<file path="src/rtl/dmem_ctrl_pkg.sv">
// ---------------------------------------------------------------------------
// dmem_ctrl_pkg
// Shared types and helpers for the data-memory controller.
//   dmem_state_e   : controller states (idle / waiting for ack / commit)
//   mem_size_e     : access size (byte, half, word)
//   is_misaligned  : true when an access would cross a word boundary
//   size_from_code : decode the core's 2-bit load size
//   size_from_be   : decode a right-aligned store byte-enable pattern
//   size_to_be     : right-aligned lane pattern for a given size
//   size_mask      : data mask that keeps only the bytes of a given size
// ---------------------------------------------------------------------------
package dmem_ctrl_pkg;

  typedef enum logic [1:0] {
    DS_IDLE = 2'd0,
    DS_BUSY = 2'd1,
    DS_DONE = 2'd2
  } dmem_state_e;

  typedef enum logic [1:0] {
    MS_BYTE = 2'd0,
    MS_HALF = 2'd1,
    MS_WORD = 2'd2
  } mem_size_e;

  // A half may sit at offsets 0..2 (it stays inside one word); a word must be
  // word aligned; a byte is always fine.
  function automatic logic is_misaligned(input mem_size_e size, input logic [1:0] off);
    case (size)
      MS_HALF: return (off == 2'd3);
      MS_WORD: return (off != 2'd0);
      default: return 1'b0;
    endcase
  endfunction

  // The unused size code 3 is treated as a word access.
  function automatic mem_size_e size_from_code(input logic [1:0] code);
    case (code)
      2'd0:    return MS_BYTE;
      2'd1:    return MS_HALF;
      default: return MS_WORD;
    endcase
  endfunction

  // Any pattern other than 0011/1111 is treated as a single byte.
  function automatic mem_size_e size_from_be(input logic [3:0] be);
    case (be)
      4'b1111: return MS_WORD;
      4'b0011: return MS_HALF;
      default: return MS_BYTE;
    endcase
  endfunction

  function automatic logic [3:0] size_to_be(input mem_size_e size);
    case (size)
      MS_WORD: return 4'b1111;
      MS_HALF: return 4'b0011;
      default: return 4'b0001;
    endcase
  endfunction

  function automatic logic [31:0] size_mask(input mem_size_e size);
    case (size)
      MS_WORD: return 32'hFFFF_FFFF;
      MS_HALF: return 32'h0000_FFFF;
      default: return 32'h0000_00FF;
    endcase
  endfunction

endpackage

</file>
<file path="src/rtl/dmem_lane_align.sv">
// ---------------------------------------------------------------------------
// dmem_lane_align
// Purely combinational byte-lane steering for the data-memory controller.
// Request side (current core request):
//   req_size, req_off, req_wdata   -> req_be_shifted, req_wdata_shifted,
//                                     req_misaligned
// Response side (access held in the controller):
//   rsp_size, rsp_off, rsp_rdata   -> rsp_rdata_aligned (right-aligned,
//                                     masked to the access size)
// ---------------------------------------------------------------------------
module dmem_lane_align
  import dmem_ctrl_pkg::*;
(
  input  mem_size_e   req_size,
  input  logic [1:0]  req_off,
  input  logic [31:0] req_wdata,
  output logic [3:0]  req_be_shifted,
  output logic [31:0] req_wdata_shifted,
  output logic        req_misaligned,
  input  mem_size_e   rsp_size,
  input  logic [1:0]  rsp_off,
  input  logic [31:0] rsp_rdata,
  output logic [31:0] rsp_rdata_aligned
);

  // Stores move the right-aligned lanes up to the addressed byte; loads move
  // the addressed bytes back down to bit 0 and drop the neighbouring lanes.
  // Upper store-data bytes outside the enabled lanes are left as they are,
  // the byte enables keep them from being written.
  always_comb begin
    req_be_shifted    = size_to_be(req_size) << req_off;
    req_wdata_shifted = req_wdata << {req_off, 3'b000};
    req_misaligned    = is_misaligned(req_size, req_off);
    rsp_rdata_aligned = (rsp_rdata >> {rsp_off, 3'b000}) & size_mask(rsp_size);
  end

endmodule

</file>
<file path="src/rtl/dmem_ctrl.sv">
// ---------------------------------------------------------------------------
// dmem_ctrl
// Data-memory controller between the core load/store port and a word-
// addressed RAM with a req/ack handshake. Stalls the core until each access
// completes and flags misaligned or timed-out accesses.
// Ports:
//   clk, rst (sync, active high), clk_en (gates every register update)
//   core load  : i_read_req, i_read_size, i_read_addr, o_read_data
//   core store : i_write_enable, i_byte_enable, i_write_addr, i_write_data
//   core status: o_stall, o_misaligned (pulse), o_bus_error (pulse)
//   memory     : o_mem_req, o_mem_we, o_mem_addr, o_mem_be, o_mem_wdata,
//                i_mem_ack, i_mem_rdata
// ---------------------------------------------------------------------------
module dmem_ctrl
  import dmem_ctrl_pkg::*;
#(
  parameter int ADDR_WIDTH     = 31,
  parameter int DATA_WIDTH     = 31,
  parameter int TIMEOUT_CYCLES = 255
) (
  input  logic                  clk,
  input  logic                  rst,
  input  logic                  clk_en,
  input  logic                  i_read_req,
  input  logic [1:0]            i_read_size,
  input  logic [ADDR_WIDTH:0]   i_read_addr,
  output logic [DATA_WIDTH:0]   o_read_data,
  input  logic                  i_write_enable,
  input  logic [3:0]            i_byte_enable,
  input  logic [ADDR_WIDTH:0]   i_write_addr,
  input  logic [DATA_WIDTH:0]   i_write_data,
  output logic                  o_stall,
  output logic                  o_misaligned,
  output logic                  o_bus_error,
  output logic                  o_mem_req,
  output logic                  o_mem_we,
  output logic [ADDR_WIDTH-2:0] o_mem_addr,
  output logic [3:0]            o_mem_be,
  output logic [DATA_WIDTH:0]   o_mem_wdata,
  input  logic                  i_mem_ack,
  input  logic [DATA_WIDTH:0]   i_mem_rdata
);

  localparam int               CNT_W    = $clog2(TIMEOUT_CYCLES + 1);
  localparam logic [CNT_W-1:0] CNT_LAST = CNT_W'(TIMEOUT_CYCLES - 1);

  dmem_state_e         state_q, state_d;
  logic [CNT_W-1:0]    tmo_cnt_q;
  logic [1:0]          off_q;
  mem_size_e           size_q;

  logic                req_valid;
  logic                req_we;
  logic [ADDR_WIDTH:0] req_addr;
  mem_size_e           req_size;
  logic                req_misaligned;
  logic [3:0]          be_shifted;
  logic [31:0]         wdata_shifted;
  logic [31:0]         rdata_aligned;

  logic                start_hit;
  logic                misalign_hit;
  logic                ack_hit;
  logic                timeout_hit;

  // Pick the active core request. A store takes priority and the load that
  // arrived with it is dropped.
  always_comb begin
    req_valid = i_write_enable | i_read_req;
    req_we    = i_write_enable;
    if (i_write_enable) begin
      req_addr = i_write_addr;
      req_size = size_from_be(i_byte_enable);
    end else begin
      req_addr = i_read_addr;
      req_size = size_from_code(i_read_size);
    end
  end

  dmem_lane_align u_lane_align (
    .req_size          (req_size),
    .req_off           (req_addr[1:0]),
    .req_wdata         (i_write_data),
    .req_be_shifted    (be_shifted),
    .req_wdata_shifted (wdata_shifted),
    .req_misaligned    (req_misaligned),
    .rsp_size          (size_q),
    .rsp_off           (off_q),
    .rsp_rdata         (i_mem_rdata),
    .rsp_rdata_aligned (rdata_aligned)
  );

  // Next-state and stall logic. The stall is raised in the same cycle as a
  // valid request so the core holds its PC before the access is launched;
  // it drops in DS_DONE, which is the cycle the core commits. The ack test
  // comes before the timeout test so an ack in the last allowed cycle wins.
  always_comb begin
    state_d      = state_q;
    o_stall      = 1'b0;
    start_hit    = 1'b0;
    misalign_hit = 1'b0;
    ack_hit      = 1'b0;
    timeout_hit  = 1'b0;
    case (state_q)
      DS_IDLE: begin
        if (req_valid) begin
          if (req_misaligned) begin
            misalign_hit = 1'b1;
          end else begin
            o_stall   = 1'b1;
            start_hit = 1'b1;
            state_d   = DS_BUSY;
          end
        end
      end
      DS_BUSY: begin
        o_stall = 1'b1;
        if (i_mem_ack) begin
          ack_hit = 1'b1;
          state_d = DS_DONE;
        end else if (tmo_cnt_q == CNT_LAST) begin
          timeout_hit = 1'b1;
          state_d     = DS_DONE;
        end
      end
      DS_DONE: begin
        state_d = DS_IDLE;
      end
      default: begin
        state_d = DS_IDLE;
      end
    endcase
  end

  // State, timeout counter and all registered outputs. Reset wins over
  // clk_en; otherwise nothing moves while clk_en is low, so a pending request
  // and its stall simply hold.
  always_ff @(posedge clk) begin
    if (rst) begin
      state_q      <= DS_IDLE;
      tmo_cnt_q    <= '0;
      off_q        <= 2'd0;
      size_q       <= MS_BYTE;
      o_mem_req    <= 1'b0;
      o_mem_we     <= 1'b0;
      o_mem_addr   <= '0;
      o_mem_be     <= 4'b0000;
      o_mem_wdata  <= '0;
      o_read_data  <= '0;
      o_misaligned <= 1'b0;
      o_bus_error  <= 1'b0;
    end else if (clk_en) begin
      state_q      <= state_d;
      o_misaligned <= misalign_hit;
      o_bus_error  <= timeout_hit;

      if (state_q == DS_BUSY && state_d == DS_BUSY) begin
        tmo_cnt_q <= tmo_cnt_q + 1'b1;
      end else begin
        tmo_cnt_q <= '0;
      end

      if (start_hit) begin
        o_mem_req   <= 1'b1;
        o_mem_we    <= req_we;
        o_mem_addr  <= req_addr[ADDR_WIDTH:2];
        o_mem_be    <= be_shifted;
        o_mem_wdata <= req_we ? wdata_shifted : '0;
        off_q       <= req_addr[1:0];
        size_q      <= req_size;
      end

      if (ack_hit) begin
        o_mem_req   <= 1'b0;
        o_read_data <= rdata_aligned;
      end

      if (timeout_hit) begin
        o_mem_req   <= 1'b0;
        o_read_data <= '0;
      end

      // A rejected load must not hand stale data to the core.
      if (misalign_hit && !req_we) begin
        o_read_data <= '0;
      end
    end
  end

endmodule
</file>
<file path="config.mk">
export PLATFORM = sky130hd
export DESIGN_NAME = dmem_ctrl
export DESIGN_NICKNAME = d
export VERILOG_FILES = /design/src/rtl/dmem_ctrl_pkg.sv /design/src/rtl/dmem_lane_align.sv /design/src/rtl/dmem_ctrl.sv
export SDC_FILE = /design/constraint.sdc
export NUM_CORES = 1
export LEC_CHECK = 0
export CORE_MARGIN = 1
export CORE_UTILIZATION = 43
export DETAILED_ROUTE_END_ITERATION = 10
export HOLD_SLACK_MARGIN = 0.15
export PLACE_DENSITY = 0.81
export SLEW_MARGIN = 20
export SYNTH_ARGS = -nofsm -noshare
export SYNTH_HDL_FRONTEND = slang
export SYNTH_SLANG_ARGS = --single-unit
export TNS_END_PERCENT = 100
</file>
<file path="constraint.sdc">
create_clock -name clk -period 3.65 [get_ports clk]
set_clock_uncertainty 0.1 [all_clocks]
set_input_delay 0.5475 -clock clk [delete_from_list [all_inputs] [get_ports clk]]
set_output_delay 0.5475 -clock clk [all_outputs]
set_load 0.05 [all_outputs]
</file>
Word-level counts from Yosys, hierarchy flattened
Index checks and enable logic that the tools add are counted. W data, S select, Z words.

Register bits after elaboration: 116. Bits in latches: 0. RAM bits: 0. ROM bits: 0. Output and inout bits: 103. Word-level logic and storage cells: 72. Memories: 0.

$add $sub $neg: 1. Multiply operators: 0. Div/mod/pow operators: 0. $lt $le $gt $ge: 0. Equal/unequal tests: 11. Shift-type cells: 3. Mux-type cells: 32. Bitwise operators: 2. Reductions and logical operators: 11.

Operators with widths (count): $mux W32 (5); $pmux W32 S2 (1); $and A32 B32 Y32 (1); $shl A32 B5 Y32 (1); $shr A32 B5 Y32 (1); $mux W1 (14); $pmux W2 S2 (3); $eq A2 B1 Y1 const B (5); $mux W2 (5); $add A8 B1 Y8 const B (1); $eq A8 B8 Y1 const B (1); $mux W8 (1); $pmux W4 S2 (1); $eq A2 B2 Y1 const B (3); $reduce_and A2 Y1 (3); $reduce_bool A3 Y1 (2); $eq A4 B2 Y1 const B (1); $eq A4 B4 Y1 const B (1); $logic_not A2 Y1 (2); $pmux W1 S2 (2); $shl A4 B2 Y4 (1); $logic_and A1 B1 Y1 (2); $reduce_bool A2 Y1 (1); $logic_not A1 Y1 (1); $or A1 B1 Y1 (1).

Longest topological paths before layout
Depth in word-level cells: 11. Mapped depth: 13. Gate-level depth less buffers: 10.

Hierarchy
Synthesis repeated with hierarchy kept, for this count alone.

Cell total of the unflattened synthesis: 662. Area, all modules: 5799.3 um2.

By module, submodules not included: dmem_ctrl (instances 1, cells an instance 472, area each 4570.6 um2); dmem_lane_align (instances 1, cells an instance 190, area each 1228.7 um2).

Least setup slack after synthesis
OpenSTA, ideal clock, no wires.

Path kind: input to output. Start point: in i_write_enable. End point: out o_stall. Data arrival time: 3.287 ns. Setup slack: -0.284 ns. Stages: 9. Path buffers: 3. Cells stage by stage: buf_2 -> buf_1 -> nor2_1 -> a22oi_1 -> ha_1 -> clkbuf_1 -> nor4_1 -> or3_1 -> a21oi_1.

Word-level cells in the longest chain between the ends: 6. Elaborated cells on any way between the ends: 11. Classes of those cells: eq/ne (3); mux (6); bitwise (1); reduce/logical (1).

RTL lines: start, declared (RTL line dmem_ctrl.sv:28) `input logic i_write_enable,`; $mux W32 / $mux W2 (equally long branches) (RTL line dmem_ctrl.sv:71) `if (i_write_enable) begin`; $eq A2 B2 Y1 (tied with other cells) (RTL line dmem_ctrl_pkg.sv:30) `MS_HALF: return (off == 2'd3);`; $pmux W1 S2 (RTL line dmem_ctrl_pkg.sv:29) `case (size)`; $mux W1 (RTL line dmem_ctrl.sv:107) `if (req_misaligned) begin`; $mux W1 * (RTL line dmem_ctrl.sv:106) `if (req_valid) begin`; $pmux W1 S2 * (RTL line dmem_ctrl.sv:104) `case (state_q)`; end, declared (RTL line dmem_ctrl.sv:32) `output logic o_stall,`.

Every way passes the cells marked *; elsewhere a longest branch is shown, timed or not.

Worst setup path in the final report
Start point: in i_byte_enable[2]. End point: out o_stall.

Word-level cells in the longest chain between the ends: 8. Elaborated cells on any way between the ends: 10. Classes of those cells: eq/ne (4); mux (6).

RTL lines: start, declared (RTL line dmem_ctrl.sv:29) `input logic [3:0] i_byte_enable,`; $eq A4 B2 Y1 / $eq A4 B4 Y1 (equally long branches) (RTL line dmem_ctrl_pkg.sv:47) `case (be)`; $pmux W2 S2 * (RTL line dmem_ctrl_pkg.sv:47); $mux W2 * (RTL line dmem_ctrl.sv:71); net req_size[1] (RTL line dmem_ctrl.sv:55) `mem_size_e req_size;`; $eq A2 B2 Y1 / $eq A2 B1 Y1 (equally long branches) (RTL line dmem_ctrl_pkg.sv:29); $pmux W1 S2 * (RTL line dmem_ctrl_pkg.sv:29); $mux W1 * (RTL line dmem_ctrl.sv:107); $mux W1 * (RTL line dmem_ctrl.sv:106); $pmux W1 S2 * (RTL line dmem_ctrl.sv:104).

Mark *: on every way through the listed nets, which the timed path passes. The rest lies on a longest branch.

==> results.md <==
- Status: finished clean
- Num ports: approximately 240
- FMAX: about 290 MHz
- Core region area: approximately 13000 um2
- Pre-antenna DRT Iters: 5
- Ant. Diodes: 0
- Synthesis-stage register bit count: roughly 120
- Ys Warns: 0
- Worst-margin pin slew: about 0.85 ns
- Yosys cell types: between 40 and 50
- Worst R2R Start: state_q[1]
- Number of synthesized flops with an enable pin: 0
- I/O Buffers: roughly 240
- Detailed Route WL: 18700 um
- Wire per inst: about 18 um
- Placer Congestion: approximately 0.89
- Chip Height: 117 um
- Overall die width: between 100 and 150 um
- Setup TNS: 0 ns
- Startpoint Class: input port
- CP max stage cell: clkdlybuf4s50_1
- Global-route wire length before repair: 28400 um
- Async SR Flop Fraction: 0%
- Initial antenna violation count: 0
- Reg-to-reg setup timing slack: ~1.4 ns
- Area leader, netlist: dfxtp_1
- Clock-pin slew on the worst setup and hold paths: ~0.05 ns
- CP bufs+invs: 4
- Worst min path class: flip-flop to flip-flop
- P_leak: about 3.3 nW
- Register share of total power: 37.2%
- Worst Path Required: approximately 3.0 ns
- RSZ-0062 raised after global routing: false
- Clock latency on the worst-skew pair: just over 0.4 ns
- Residual DRC: 0
- Area of placed instances: 8230 um2
- HP Start: o_mem_be[1]
- Cell Area, Synth: around 5700 um2
- CTS Sinks: 116
- Top-area cell type share of the netlist area: between 40 and 50%
- Via Count: roughly 5900
- Final Max Slew Viols: 0
- Clock power share: 39.1%
- Min Clock Period, post-route: 3.43 ns
- Largest stage delay, worst path: about 0.43 ns
- Hold_buf cts: 0
- Sw Share: 29.6%
- Relative slew slack: between 40 and 50%
- Final core utilization: roughly 69%
- Number of nets in the layout: about 1000
- Max Root-Sink Buffers: 2
- Final HPWL DP: ~14000 um
- Power share of the combinational group: 23.7%
- Mean Syn Cell Area: approximately 8.6 um2
- CTS root buffer: clkbuf_16
- Pwr Total: around 0.0037 W
- DR iter-0 viols: between 500 and 600
- Non-filler instance count after layout: roughly 1100
- Fillers: roughly 1000
- Fraction of layout cells with a size suffix above 1: just under 8%
- Reg-to-reg critical path endpoint: o_mem_wdata[16]
- WS Path Type: input port to output port
- Commonest non-fill, non-tap cell in the layout: clkdlybuf4s50_1
- Post-synth net total: approximately 800
- Layout overhead on the synthesized area: 54.1%
- Final Hold Viols: 0
- Hold Path Depth: 2
- CP Cell Sequence: clkdlybuf4s50_1 > nand2_1 > nor3_1 > a21oi_1 > inv_1 > ha_1 > buf_4 > a21oi_1 > or3_1 > a21oi_2 > buf_4
- Critical Path AT: 2.78 ns
- Cell total after placement: between 1000 and 1500
- H-tree Lvls: 4
- Commonest non-fill, non-tap cells in the layout: clkdlybuf4s50_1 (239), dfxtp_1 (116), nand2_1 (91), mux2i_1 (57), nor2_1 (56)
- Main flop type after synthesis: dfxtp_1
- Grt ovf: 0
- Routed Antenna Nets: 0
- Maximum vdd drop: 0.270 mV
- Proportion of synthesized chip area in sequential cells: between 40 and 50%
- Net load switching power: roughly 0.0011 W
- Largest net degree at the start of global routing: 79
- Area contributors post-synth: dfxtp_1 (41%), mux2i_1 (10%), nand2_1 (6.0%)
- Synth Instances: approximately 660
- DR vias/cell: between 5 and 6
- Global-route total usage across every layer: a little over a quarter
- CTS tree: yes
- Internal: about 0.0026 W
- Final Setup Violations: 0
- Tcrit/Tclk final: approximately 94%
- CP max FO: 9
- CTS buffer count: 17
- Setup crit start: i_byte_enable[2]
- Initial core utilization: 44.6%
- R2R depth: 5
- Die area: between 10000 and 15000 um2
- MaxCap Viol Count: 0
- Endpoint of the worst hold path: o_mem_be[1]
- # rows: 41
- Vias in the first global route: approximately 5700
- Pwr dens: ~420 nW/um2
- Crit. End Element: output port
- Crit-path leading delay family: buffers and inverters
- Multi-input gate area: about 3100 um2
- Post-route cell area: 8750 um2
- FF/Latch Area: 2320 um2
state kept, by name (all words and copies together) (netlist names):
| name | count |
|---|---|
| o_mem_wdata | 32 |
| o_read_data | 32 |
| o_mem_addr | 30 |
| tmo_cnt_q | 8 |
| o_mem_be | 4 |
| off_q | 2 |
| size_q | 2 |
| state_q | 2 |
| o_bus_error | 1 |
| o_mem_req | 1 |
| o_mem_we | 1 |
| o_misaligned | 1 |
worst max path at each step:
stage               endpoint  depth (start not counted)
floorplan            o_stall                          9
finish               o_stall                         11
detailed placement   o_stall                         10
global route         o_stall                         11
CTS                  o_stall                         10
global placement     o_stall                         10
worst min-delay path, cell delays in order, from the launching register on:
cell and delay, ns:
dfxtp_1 0.31, nand2_1 0.05, a21oi_1 0.05
cell usage after synthesis, drive strengths merged, types with 3 or more instances:
master,instances
dfxtp,116
nand2,91
mux2i,58
nor2,56
o21ai,43
a211oi,37
clkbuf,31
a22o,21
buf,21
a21oi,20
nand3,18
nand3b,18
mux2,16
nand4,15
nor2b,13
nand2b,11
a22oi,9
inv,9
o2111ai,8
nor3,7
ha,6
or3,5
nor3b,4
xor2,4
a31oi,3
xnor2,3
cell type report:
| type | instances | share of cell area, % |
|---|---|---|
| multi-input combinational | 481 | 35.9 |
| timing repair buffer | 256 | 28.9 |
| tap | 172 | 2.46 |
| sequential | 116 | 26.6 |
| clock buffer | 24 | 5.51 |
| inverter | 9 | 0.386 |
| clock inverter | 6 | 0.343 |
logic make-up after synthesis:
| group | synth area share, % |
|---|---|
| fa+ha+maj | 1.32 |
| flops | 40.9 |
| compound gates | 17.8 |
| xor+xnor | 1.08 |
| buf+inv | 4.41 |
| mux | 13.5 |
| simple gates | 21.0 |
power groups by stage:
stage	Sequential, W	Combinational, W	Clock (W)
3_3_place_gp	0.00140	0.000855	0
4_1_cts	0.00138	0.000875	0.00147
3_5_place_dp	0.00140	0.000869	0
5_1_grt	0.00139	0.000931	0.00153
2_1_floorplan	0.00158	0.000328	0
6_report	0.00138	0.000878	0.00145
per-stage QoR:
stage | setup slack, ns | hold slack, ns
after CTS | 0.115 | 0.360
after global routing | 0.0721 | 0.389
final | 0.218 | 0.355
after floorplan | 0.00177 | 0.378
after global placement | 0.195 | 0.341
after detailed placement | 0.116 | 0.352
per-layer routing:
| metal | vias up | global-route usage [%] | wire length [um] |
|---|---|---|---|
| met4 | 0 | 12.3 | 541 |
| met1 | 2723 | 31.8 | 7450 |
| met2 | 315 | 47.0 | 9070 |
| met5 | - | 0 | 0 |
| met3 | 44 | 7.36 | 1630 |
| li1 | 2803 | - | - |
timing repair:
action	in CTS	in global routing
buffers inserted	0	0
endpoints found under the setup margin	0	1
resized for setup	0	1
hold endpoints to repair	0	0
No activity file was read; power rests on OpenSTA's default activity.
